<file path="config.mk">
export PLATFORM = sky130hd
export DESIGN_NAME = pipelined_adder
export DESIGN_NICKNAME = d
export VERILOG_FILES = /design/src/rtl/adder_pkg.sv /design/src/rtl/adder_segment.sv /design/src/rtl/full_adder.sv /design/src/rtl/pipelined_adder.sv
export SDC_FILE = /design/constraint.sdc
export NUM_CORES = 1
export LEC_CHECK = 0
export BUFFER_PORTS_ARGS = -buffer_cell sky130_fd_sc_hd__buf_2
export CORE_MARGIN = 2
export CORE_UTILIZATION = 50
export DETAILED_ROUTE_END_ITERATION = 7
export PLACE_DENSITY = 0.71
export SLEW_MARGIN = 30
export SYNTH_ARGS = -nofsm -noshare
export SYNTH_HDL_FRONTEND = slang
export SYNTH_HIERARCHICAL = 1
export SYNTH_SLANG_ARGS = --single-unit
</file>
<file path="constraint.sdc">
create_clock -name clk -period 6 [get_ports clk]
set_input_delay 1.8 -clock clk [delete_from_list [all_inputs] [get_ports clk]]
set_output_delay 1.8 -clock clk [all_outputs]
set_load 0.005 [all_outputs]
</file>
<file path="src/rtl/adder_pkg.sv">
// Shared types for the adder family: operation select and the result flag bundle.
package adder_pkg;

  typedef enum logic {
    OP_ADD = 1'b0,
    OP_SUB = 1'b1
  } op_e;

  typedef struct packed {
    logic cout;
    logic ovf;
    logic zero;
  } adder_flags_t;

endpackage

</file>
<file path="src/rtl/adder_segment.sv">
// SEG-bit ripple-carry slice made of full_adder cells; also exposes the carry
// into its most significant bit so the final slice can derive signed overflow.
module adder_segment #(
  parameter int SEG = 4
) (
  input  logic [SEG-1:0] a,
  input  logic [SEG-1:0] b,
  input  logic           cin,
  output logic [SEG-1:0] sum,
  output logic           cout,
  output logic           cmsb
);

  logic [SEG:0] c;

  assign c[0] = cin;

  for (genvar i = 0; i < SEG; i++) begin : g_bit
    full_adder u_fa (
      .a   (a[i]),
      .b   (b[i]),
      .cin (c[i]),
      .sum (sum[i]),
      .cout(c[i+1])
    );
  end

  assign cout = c[SEG];
  assign cmsb = c[SEG-1];

endmodule

</file>
<file path="src/rtl/full_adder.sv">
// One-bit full adder cell; the ripple segments are built from these.
module full_adder (
  input  logic a,
  input  logic b,
  input  logic cin,
  output logic sum,
  output logic cout
);

  assign sum  = a ^ b ^ cin;
  assign cout = (a & b) | (cin & (a ^ b));

endmodule

</file>
<file path="src/rtl/pipelined_adder.sv">
// N-bit add/subtract split into N/SEG carry-pipelined stages with a valid/ready
// wrapper; every stage advances together, results leave fully deskewed.
//
// Handshake: a beat is accepted on a rising edge where in_valid && in_ready; a
// result transfers on a rising edge where out_valid && out_ready. in_ready is
// combinational (!out_valid || out_ready); a stalled result holds all outputs.
module pipelined_adder
  import adder_pkg::*;
#(
  parameter int N   = 16,
  parameter int SEG = 4
) (
  input  logic         clk,
  input  logic         rst_n,
  input  logic         in_valid,
  output logic         in_ready,
  input  logic [N-1:0] a,
  input  logic [N-1:0] b,
  input  logic         cin,
  input  op_e          op,
  output logic         out_valid,
  input  logic         out_ready,
  output logic [N-1:0] sum,
  output logic         cout,
  output logic         ovf,
  output logic         zero
);

  localparam int STAGES = (SEG > 0) ? N / SEG : 1;

  if (N < 1 || SEG < 1 || (N % ((SEG > 0) ? SEG : 1)) != 0) begin : g_bad_params
    $error("pipelined_adder: N must be a positive multiple of SEG");
  end

  logic               enable;
  logic [N-1:0]       b_eff;
  logic               c_eff;
  logic               out_valid_q;
  logic [N-1:0]       sum_q;
  adder_flags_t       flags_q;

  assign enable   = !out_valid_q || out_ready;
  assign in_ready = enable;

  // Subtraction is a + ~b + 1, so the inversion happens once at the input.
  assign b_eff = (op == OP_SUB) ? ~b : b;
  assign c_eff = (op == OP_SUB) ? 1'b1 : cin;

  for (genvar k = 0; k < STAGES; k++) begin : g_stage
    localparam int CW = N - k * SEG;     // operand bits not yet added
    localparam int SW = (k + 1) * SEG;   // sum bits complete after this stage

    logic [CW-1:0]  a_cur;
    logic [CW-1:0]  b_cur;
    logic           c_cur;
    logic           v_cur;
    logic [SEG-1:0] seg_sum;
    logic           seg_cout;
    logic [SW-1:0]  s_cat;

    if (k == 0) begin : g_src
      assign a_cur = a;
      assign b_cur = b_eff;
      assign c_cur = c_eff;
      assign v_cur = in_valid;
      assign s_cat = seg_sum;
    end else begin : g_src
      assign a_cur = g_stage[k-1].g_pipe.a_q;
      assign b_cur = g_stage[k-1].g_pipe.b_q;
      assign c_cur = g_stage[k-1].g_pipe.c_q;
      assign v_cur = g_stage[k-1].g_pipe.v_q;
      assign s_cat = {seg_sum, g_stage[k-1].g_pipe.s_q};
    end

    if (k < STAGES - 1) begin : g_pipe
      logic [CW-SEG-1:0] a_q;
      logic [CW-SEG-1:0] b_q;
      logic [SW-1:0]     s_q;
      logic              c_q;
      logic              v_q;
      logic              cmsb_unused;

      adder_segment #(.SEG(SEG)) u_seg (
        .a   (a_cur[SEG-1:0]),
        .b   (b_cur[SEG-1:0]),
        .cin (c_cur),
        .sum (seg_sum),
        .cout(seg_cout),
        .cmsb(cmsb_unused)
      );

      // Upper operand slices ride along; finished low sum slices accumulate.
      always_ff @(posedge clk or negedge rst_n) begin
        if (!rst_n) begin
          v_q <= 1'b0;
          c_q <= 1'b0;
          s_q <= '0;
          a_q <= '0;
          b_q <= '0;
        end else if (enable) begin
          v_q <= v_cur;
          c_q <= seg_cout;
          s_q <= s_cat;
          a_q <= a_cur[CW-1:SEG];
          b_q <= b_cur[CW-1:SEG];
        end
      end
    end else begin : g_out
      logic cmsb;

      adder_segment #(.SEG(SEG)) u_seg (
        .a   (a_cur[SEG-1:0]),
        .b   (b_cur[SEG-1:0]),
        .cin (c_cur),
        .sum (seg_sum),
        .cout(seg_cout),
        .cmsb(cmsb)
      );

      always_ff @(posedge clk or negedge rst_n) begin
        if (!rst_n) begin
          out_valid_q <= 1'b0;
          sum_q       <= '0;
          flags_q     <= '0;
        end else if (enable) begin
          out_valid_q  <= v_cur;
          sum_q        <= s_cat;
          flags_q.cout <= seg_cout;
          flags_q.ovf  <= cmsb ^ seg_cout;
          flags_q.zero <= (s_cat == '0);
        end
      end
    end
  end

  assign out_valid = out_valid_q;
  assign sum       = sum_q;
  assign cout      = flags_q.cout;
  assign ovf       = flags_q.ovf;
  assign zero      = flags_q.zero;

endmodule

</file>
==> PnR_summary.wiki, run 1 <==
{| class="wikitable"
! Metric !! Value
|-
| Number of nets produced by synthesis || roughly 320
|-
| Wire length of the first global-routing pass || about 11 mm
|-
| Placement row count || 34
|-
| Number of filler instances in the final layout || between 700 and 800
|-
| Via density per instance || 4.94
|-
| Count of endpoints failing setup in the final report || 0
|-
| Mean Syn Cell Area || 16.5 sq um
|-
| Post-synth design cell area || 4350 sq um
|-
| Leakage power || ~2.3 nW
|-
| Drc violations || 0
|-
| Cell taking the most area after synthesis || sky130_fd_sc_hd__dfrtp_1
|-
| Net Sw Power || approximately 760 uW
|-
| CP arrival || about 4300 ps
|-
| Resize count post-CTS || 0
|-
| Number of max-slew violations in the final report || 0
|-
| Worst Max-Slew Pin Slew || 926 ps
|-
| Max frequency || between 0.2 and 0.25 GHz
|-
| Top Ports || 59
|-
| Number of synthesized register bits || between 90 and 100
|-
| Number of input and output port buffers inserted || 58
|-
| Critical path peak fanout || 17
|-
| H-tree lvl count || 3
|-
| Layout area overhead || 11.5%
|-
| Outcome || completed
|-
| GRT Util Overall || 0.147
|-
| Synth top area share || 0.564
|-
| DR iter-0 viols || 76
|-
| Final period demand of the worst path || about 4000 ps
|-
| # Max-Cap Violations || 0
|-
| Number of global-route vias before repair || ~2200
|-
| Worst flop-to-flop path startpoint || g_stage[2].g_pipe.a_q[0]
|-
| Placeable core area || approximately 8600 sq um
|-
| Clock edge transition at the registers on the reported setup and hold paths || 100 ps
|-
| Post-synthesis cell count || between 200 and 300
|-
| RD Place Congestion || 0.713
|-
| Cells taking the most area after synthesis || sky130_fd_sc_hd__dfrtp_1, sky130_fd_sc_hd__mux2_4, sky130_fd_sc_hd__mux2_2
|-
| Source of the critical timing path || op
|-
| Max Root-Sink Buffers || 2
|-
| Required time worst endpoint || ~6200 ps
|-
| Detailed placer's ending HPWL || between 4 and 5 mm
|-
| Die outline width || 97.3 um
|-
| Non-filler cells, final || around 440
|-
| Net count, final || between 300 and 400
|-
| Final WL || 6.48 mm
|-
| Net switching share of the total power || 0.304
|-
| Pin count of the biggest net entering global routing || between 60 and 70
|-
| CTS Buf Count || 9
|-
| Part of the total power dissipated in sequential elements || 0.468
|-
| Unrepaired setup endpoints after global routing || false
|-
| Slew margin rel. || 0.383
|-
| Root Driver || sky130_fd_sc_hd__clkbuf_8
|-
| Setup TNS Final || 0 ps
|-
| Hold Path Class || reg -> reg
|-
| Yosys Warn Count || 6
|-
| Antenna diode count || 0
|-
| Height of the chip || between 90 and 100 um
|-
| FF-to-FF setup slack || about 3300 ps
|-
| Routed vias || around 2200
|-
| Placed Instances || 419
|-
| Final hold violation count || 0
|-
| Final cycle utilization of the critical path || 0.670
|-
| Initial Util || 0.506
|-
| Reg-to-reg endpoint || zero
|-
| Cell depth of the worst hold path || 1
|-
| Capture point of the critical path || g_stage[0].g_pipe.s_q[3]
|-
| Tot Pwr || roughly 2.5 mW
|-
| Synth cell types || 18
|-
| Source-to-sink clock delay at the later pin of the worst-skew pair || approximately 350 ps
|-
| Total of hold buffers inserted after clock tree synthesis || 0
|-
| Seq/Total Area, Yosys || 0.564
|-
| Fraction of layout cells with a size suffix above 1 || 0.492
|-
| TritonCTS clock tree || yes
|-
| Worst clock skew on the final layout || approximately 11 ps
|-
| Cells on worst reg2reg path || 7
|-
| Total power density per cell area || roughly 510 nW/um^2
|-
| Post-route design area || roughly 4900 sq um
|-
| Antenna violations before repair || 0
|-
| Buffers inserted during post-CTS setup optimization || 0
|-
| Die area || ~9500 sq um
|-
| IR drop worst, VDD || about 0.00021 V
|-
| Total congestion overflow || 0
|-
| Share of total power in combinational logic || 0.382
|-
| Worst setup path category || in -> reg
|-
| Endpoint kind of the worst setup timing path || flop
|-
| Average detailed-routed wire length per instance || around 15 um
|-
| Part of the total power dissipated in the clock network || 0.150
|-
| Internal portion of total power || between 1.5 and 2 mW
|-
| CTS sink cnt || 98
|-
| Cell Area, Placed || 4680 sq um
|-
| Remaining antenna violation count || 0
|-
| Worst setup SP type || primary input
|-
| Initial DRT Pass Iterations || 4
|}
[layout make-up]
class / instances / area [sq um] / area share
multi-input cells: 151 / 1770 / 0.365
clock inverters: 6 / 43.8 / 0.00903
repair buffers: 61 / 315 / 0.0650
well taps: 108 / 135 / 0.0279
flip-flops and latches: 98 / 2450 / 0.506
clock buffers: 10 / 128 / 0.0263
inverters: 1 / 3.75 / 0.000774
[layer usage]
metal | vias up | routed length, um | global-route usage | share of wire
li1 | 1026 | - | - | -
met3 | 11 | 245 | 0.0309 | 0.038
met5 | - | 0 | 0 | 0
met1 | 1071 | 3230 | 0.212 | 0.50
met4 | 0 | 141 | 0.0673 | 0.022
met2 | 42 | 2860 | 0.218 | 0.44
[stage by stage]
step / hold slack [ps] / worst slack [ps] / util
after floorplan: 430 / 1630 / -
after global placement: 443 / 1640 / 0.545
after detailed placement: 467 / 1590 / 0.545
after CTS: 489 / 1970 / 0.565
after global routing: 518 / 1880 / 0.565
final: 479 / 1980 / 0.565
[placed cells by master, fill, tap and decap left out, types with 2 or more instances in the layout]
cell / netlist / routed
sky130_fd_sc_hd__xor2_1: 4 / 4
sky130_fd_sc_hd__dfrtp_1: 98 / 98
sky130_fd_sc_hd__nor2_1: 13 / 13
sky130_fd_sc_hd__clkinv_2: 0 / 2
sky130_fd_sc_hd__xnor2_1: 13 / 13
sky130_fd_sc_hd__mux2_2: 33 / 33
sky130_fd_sc_hd__nor4_1: 4 / 4
sky130_fd_sc_hd__clkbuf_8: 0 / 9
sky130_fd_sc_hd__buf_4: 3 / 4
sky130_fd_sc_hd__fa_1: 16 / 16
sky130_fd_sc_hd__clkinv_4: 0 / 3
sky130_fd_sc_hd__a21oi_1: 13 / 13
sky130_fd_sc_hd__buf_2: 4 / 57
sky130_fd_sc_hd__mux2_4: 50 / 50
[power by group through the flow]
stage	sequential, mW	clock (mW)	combinational [mW]
5_1_grt	1.20	0.411	1.04
4_1_cts	1.17	0.384	0.964
2_1_floorplan	1.13	0	0.762
3_3_place_gp	1.17	0	0.934
6_report	1.16	0.373	0.948
3_5_place_dp	1.18	0	0.961
[critical path: stages]
cell	delay [ps]
sky130_fd_sc_hd__buf_2	240
sky130_fd_sc_hd__or2_2	360
sky130_fd_sc_hd__fa_1	380
sky130_fd_sc_hd__fa_1	390
sky130_fd_sc_hd__fa_1	380
sky130_fd_sc_hd__fa_1	420
sky130_fd_sc_hd__mux2_2	260
[state kept, by name (all words and copies together) (netlist names)]
| register | cells |
|---|---|
| out_valid | 1 |
| g_stage.g_pipe.s_q | 24 |
| zero | 1 |
| g_stage.g_pipe.v_q | 3 |
| cout | 1 |
| g_stage.g_pipe.c_q | 3 |
| g_stage.g_pipe.b_q | 24 |
| sum | 16 |
| ovf | 1 |
| g_stage.g_pipe.a_q | 24 |
[synth_stat cells]
library cell               number
sky130_fd_sc_hd__nor4_1         4
sky130_fd_sc_hd__mux2i_1        1
sky130_fd_sc_hd__buf_6          7
sky130_fd_sc_hd__nor2_1        13
sky130_fd_sc_hd__xor2_1         4
sky130_fd_sc_hd__inv_1          1
sky130_fd_sc_hd__dfrtp_1       98
sky130_fd_sc_hd__or2_2          1
sky130_fd_sc_hd__nand4_1        1
sky130_fd_sc_hd__a21oi_1       13
sky130_fd_sc_hd__mux2_2        33
sky130_fd_sc_hd__fa_1          16
sky130_fd_sc_hd__nand2b_4       1
sky130_fd_sc_hd__mux2_4        50
sky130_fd_sc_hd__buf_4          3
sky130_fd_sc_hd__xnor2_1       13
sky130_fd_sc_hd__nand2b_1       1
sky130_fd_sc_hd__buf_2          4
[how the worst min path moves through the flow]
stage / start / endpoint / slack, ps
2_1_floorplan: g_stage[2].g_pipe.v_q / out_valid / 430
3_3_place_gp: g_stage[2].g_pipe.v_q / out_valid / 440
3_5_place_dp: g_stage[2].g_pipe.v_q / out_valid / 470
4_1_cts: g_stage[2].g_pipe.v_q / out_valid / 490
5_1_grt: g_stage[2].g_pipe.v_q / out_valid / 520
6_report: g_stage[2].g_pipe.v_q / out_valid / 480
[logic make-up (layout without fill, tap and decap cells)]
kind of cell | Yosys count | in the layout | synth area share
mux | 84 | 84 | 0.260
fa+ha+maj | 16 | 16 | 0.0736
flops | 98 | 98 | 0.564
simple gates | 21 | 21 | 0.0244
buf+inv | 15 | 78 | 0.0288
xor+xnor | 17 | 17 | 0.0342
compound gates | 13 | 13 | 0.0150
(Power assumes the default switching activity.)
==> inputs of run 2 (changes only) <==
Clock period 6 ns to 3.8 ns, I/O delays scaled along.
==> PnR_summary.wiki, run 2 (synthesis results as in run 1) <==
{| class="wikitable"
! Metric !! Value
|-
| Placed Instances || 419 (unchanged)
|-
| Source-to-sink clock delay at the later pin of the worst-skew pair || 360 ps (was 350 ps)
|-
| Antenna diode count || 0 (unchanged)
|-
| Height of the chip || 97.3 um (unchanged)
|-
| # Max-Cap Violations || 0 (unchanged)
|-
| H-tree lvl count || 3 (unchanged)
|-
| Source of the critical timing path || op (unchanged)
|-
| DR iter-0 viols || 89 (was 76)
|-
| Initial DRT Pass Iterations || 3 (was 4)
|-
| Unrepaired setup endpoints after global routing || false (unchanged)
|-
| Worst setup SP type || primary input (unchanged)
|-
| Die outline width || 97.3 um (unchanged)
|-
| Cell depth of the worst hold path || 1 (unchanged)
|-
| Die area || 9460 sq um (unchanged)
|-
| Via density per instance || 4.87 (was 4.94)
|-
| Detailed placer's ending HPWL || 4.54 mm (was 4.57 mm)
|-
| Pin count of the biggest net entering global routing || 112 (was 64)
|-
| Leakage power || 2.27 nW (was 2.25 nW)
|-
| Top Ports || 59 (unchanged)
|-
| Largest registers in the final layout || g_stage.g_pipe.a_q: 24 flops, g_stage.g_pipe.b_q: 24 flops, g_stage.g_pipe.s_q: 24 flops (unchanged)
|-
| FF-to-FF setup slack || 1070 ps (was 3260 ps)
|-
| Endpoint kind of the worst setup timing path || flop (unchanged)
|-
| Fraction of layout cells with a size suffix above 1 || 0.495 (was 0.492)
|-
| Drc violations || 0 (unchanged)
|-
| Resize count post-CTS || 0 (unchanged)
|-
| Non-filler cells, final || 435 (unchanged)
|-
| Root Driver || sky130_fd_sc_hd__clkbuf_8 (unchanged)
|-
| Final cycle utilization of the critical path || 0.843
|-
| Initial Util || 0.506 (unchanged)
|-
| Crit path max-delay cell type || sky130_fd_sc_hd__fa_1 (unchanged)
|-
| GRT Util Overall || 0.150 (was 0.147)
|-
| Slew margin rel. || 0.466 (was 0.383)
|-
| Max Root-Sink Buffers || 2 (unchanged)
|-
| Most used cell, CP || sky130_fd_sc_hd__fa_1 (unchanged)
|-
| Setup TNS Final || 0 ps (unchanged)
|-
| Reg-to-reg endpoint || zero (unchanged)
|-
| CTS sink cnt || 98 (unchanged)
|-
| Number of global-route vias before repair || 2236 (was 2245)
|-
| Average detailed-routed wire length per instance || 15.2 um (was 14.9 um)
|-
| Hold Path Class || reg -> reg (unchanged)
|-
| Wire length of the first global-routing pass || 11.3 mm (was 11.0 mm)
|-
| Final WL || 6.62 mm (was 6.48 mm)
|-
| TritonCTS clock tree || yes (unchanged)
|-
| Layout area overhead || 12.7% (was 11.5%)
|-
| Count of endpoints failing setup in the final report || 0 (unchanged)
|-
| Final period demand of the worst path || between 3000 and 4000 ps
|-
| Most common cell after layout, fill and taps aside || sky130_fd_sc_hd__dfrtp_1 (unchanged)
|-
| Total congestion overflow || 0 (unchanged)
|-
| Clock edge transition at the registers on the reported setup and hold paths || 90 ps (was 100 ps)
|-
| Top Family by Delay on Critical Path || adder cells (unchanged)
|-
| Worst clock skew on the final layout || 11.2 ps (was 10.9 ps)
|-
| Number of max-slew violations in the final report || 0 (unchanged)
|-
| Total of hold buffers inserted after clock tree synthesis || 0 (unchanged)
|-
| Placement row count || 34 (unchanged)
|-
| Delay of the slowest cell on the worst path || 430 ps (was 420 ps)
|-
| RD Place Congestion || 0.712 (was 0.713)
|-
| Number of input and output port buffers inserted || 58 (unchanged)
|-
| Antenna violations before repair || 0 (unchanged)
|-
| Total power density per cell area || 818 nW/um^2 (was 512 nW/um^2)
|-
| Placeable core area || 8590 sq um (unchanged)
|-
| Cells on worst reg2reg path || 7 (unchanged)
|-
| Max frequency || 0.312 GHz
|-
| Worst Hold Endpoint || out_valid (unchanged)
|-
| Routed vias || 2120 (was 2150)
|-
| Worst setup path category || in -> reg (unchanged)
|-
| Outcome || completed (unchanged)
|-
| Net count, final || 376 (unchanged)
|-
| Worst path bufs/invs || 1 (unchanged)
|-
| Critical path peak fanout || 3 (was 17)
|-
| Hold Startpoint || g_stage[2].g_pipe.v_q (unchanged)
|-
| CP arrival || 3440 ps (was 4260 ps)
|-
| Worst Max-Slew Pin Slew || 801 ps (was 926 ps)
|-
| Leading cell types in the layout, fill and taps excluded || sky130_fd_sc_hd__dfrtp_1, sky130_fd_sc_hd__buf_2, sky130_fd_sc_hd__mux2_4, sky130_fd_sc_hd__mux2_2, sky130_fd_sc_hd__fa_1 (unchanged)
|-
| Required time worst endpoint || 4040 ps (was 6240 ps)
|-
| Remaining antenna violation count || 0 (unchanged)
|-
| IR drop worst, VDD || 0.000283 V (was 0.000206 V)
|-
| Buffers inserted during post-CTS setup optimization || 0 (unchanged)
|-
| CTS Buf Count || 9 (unchanged)
|-
| Worst flop-to-flop path startpoint || g_stage[2].g_pipe.a_q[0] (unchanged)
|-
| Critical Path, Cell by Cell || buf_2, or2_2, fa_1, fa_1, fa_1, fa_1, mux2_2 (unchanged)
|-
| Final hold violation count || 0 (unchanged)
|}
## run 2: cell types whose count changed in the layout (fill, tap and decap cells not counted)
cell / before / now
sky130_fd_sc_hd__buf_4: 4 / 2
sky130_fd_sc_hd__clkinvlp_4: 1 / 2
sky130_fd_sc_hd__bufinv_16: 0 / 1
sky130_fd_sc_hd__clkinv_4: 3 / 0
sky130_fd_sc_hd__clkbuf_1: 1 / 0
sky130_fd_sc_hd__buf_12: 0 / 2
sky130_fd_sc_hd__inv_6: 0 / 3
sky130_fd_sc_hd__clkinv_2: 2 / 1
## run 2: final cells by class
class / instances / area, sq um
clock buffers: 9 / 124
inverters: 1 / 3.75
well taps: 108 / 135
flip-flops and latches: 98 / 2450
multi-input cells: 151 / 1770
fillers: 686 / 3690
clock inverters: 7 / 76.3
repair buffers: 61 / 340
## run 2: stage by stage
| step | total power [mW] | utilization | hold slack [ps] | worst slack, ps | instance area, sq um |
|---|---|---|---|---|---|
| global route | 4.28 | 0.571 | 506 | 562 | 4900 |
| detailed placement | 3.39 | 0.547 | 466 | 219 | 4700 |
| finish | 4.01 | 0.571 | 474 | 598 | 4900 |
| CTS | 4.06 | 0.571 | 488 | 601 | 4900 |
| global placement | 3.32 | 0.547 | 444 | 256 | 4700 |
| floorplan | 2.98 | - | 430 | 91.6 | 4350 |
## run 2: worst register-to-register path: stages (launching register included)
cell and delay (ps):
sky130_fd_sc_hd__dfrtp_1 410, sky130_fd_sc_hd__fa_1 440, sky130_fd_sc_hd__fa_1 400, sky130_fd_sc_hd__fa_1 440
sky130_fd_sc_hd__fa_1 490, sky130_fd_sc_hd__nor4_1 210, sky130_fd_sc_hd__nand4_1 130, sky130_fd_sc_hd__mux2i_1 140
## run 2: power by group
part	leakage [nW]	switching [mW]	total (mW)	internal, mW
logic	1.04	0.526	1.50	0.976
clock network	0.0966	0.366	0.676	0.310
registers	1.13	0.318	1.83	1.52
## run 2: worst max-delay path by stage
stage | end | slack (ps) | cells past startpoint
4_1_cts | g_stage[0].g_pipe.s_q[3] | 600 | 7
5_1_grt | g_stage[0].g_pipe.s_q[3] | 560 | 7
3_5_place_dp | g_stage[0].g_pipe.s_q[3] | 220 | 7
2_1_floorplan | g_stage[0].g_pipe.s_q[3] | 90 | 8
3_3_place_gp | g_stage[0].g_pipe.s_q[3] | 260 | 7
6_report | g_stage[0].g_pipe.s_q[3] | 600 | 7
## run 2: layer usage
metal  up-vias  track usage  part of all wire
met3         8       0.0324             0.035
met4         0       0.0577             0.016
met5         -            0                 0
met2        43        0.206              0.43
li1       1020            -                 -
met1      1049        0.235              0.52
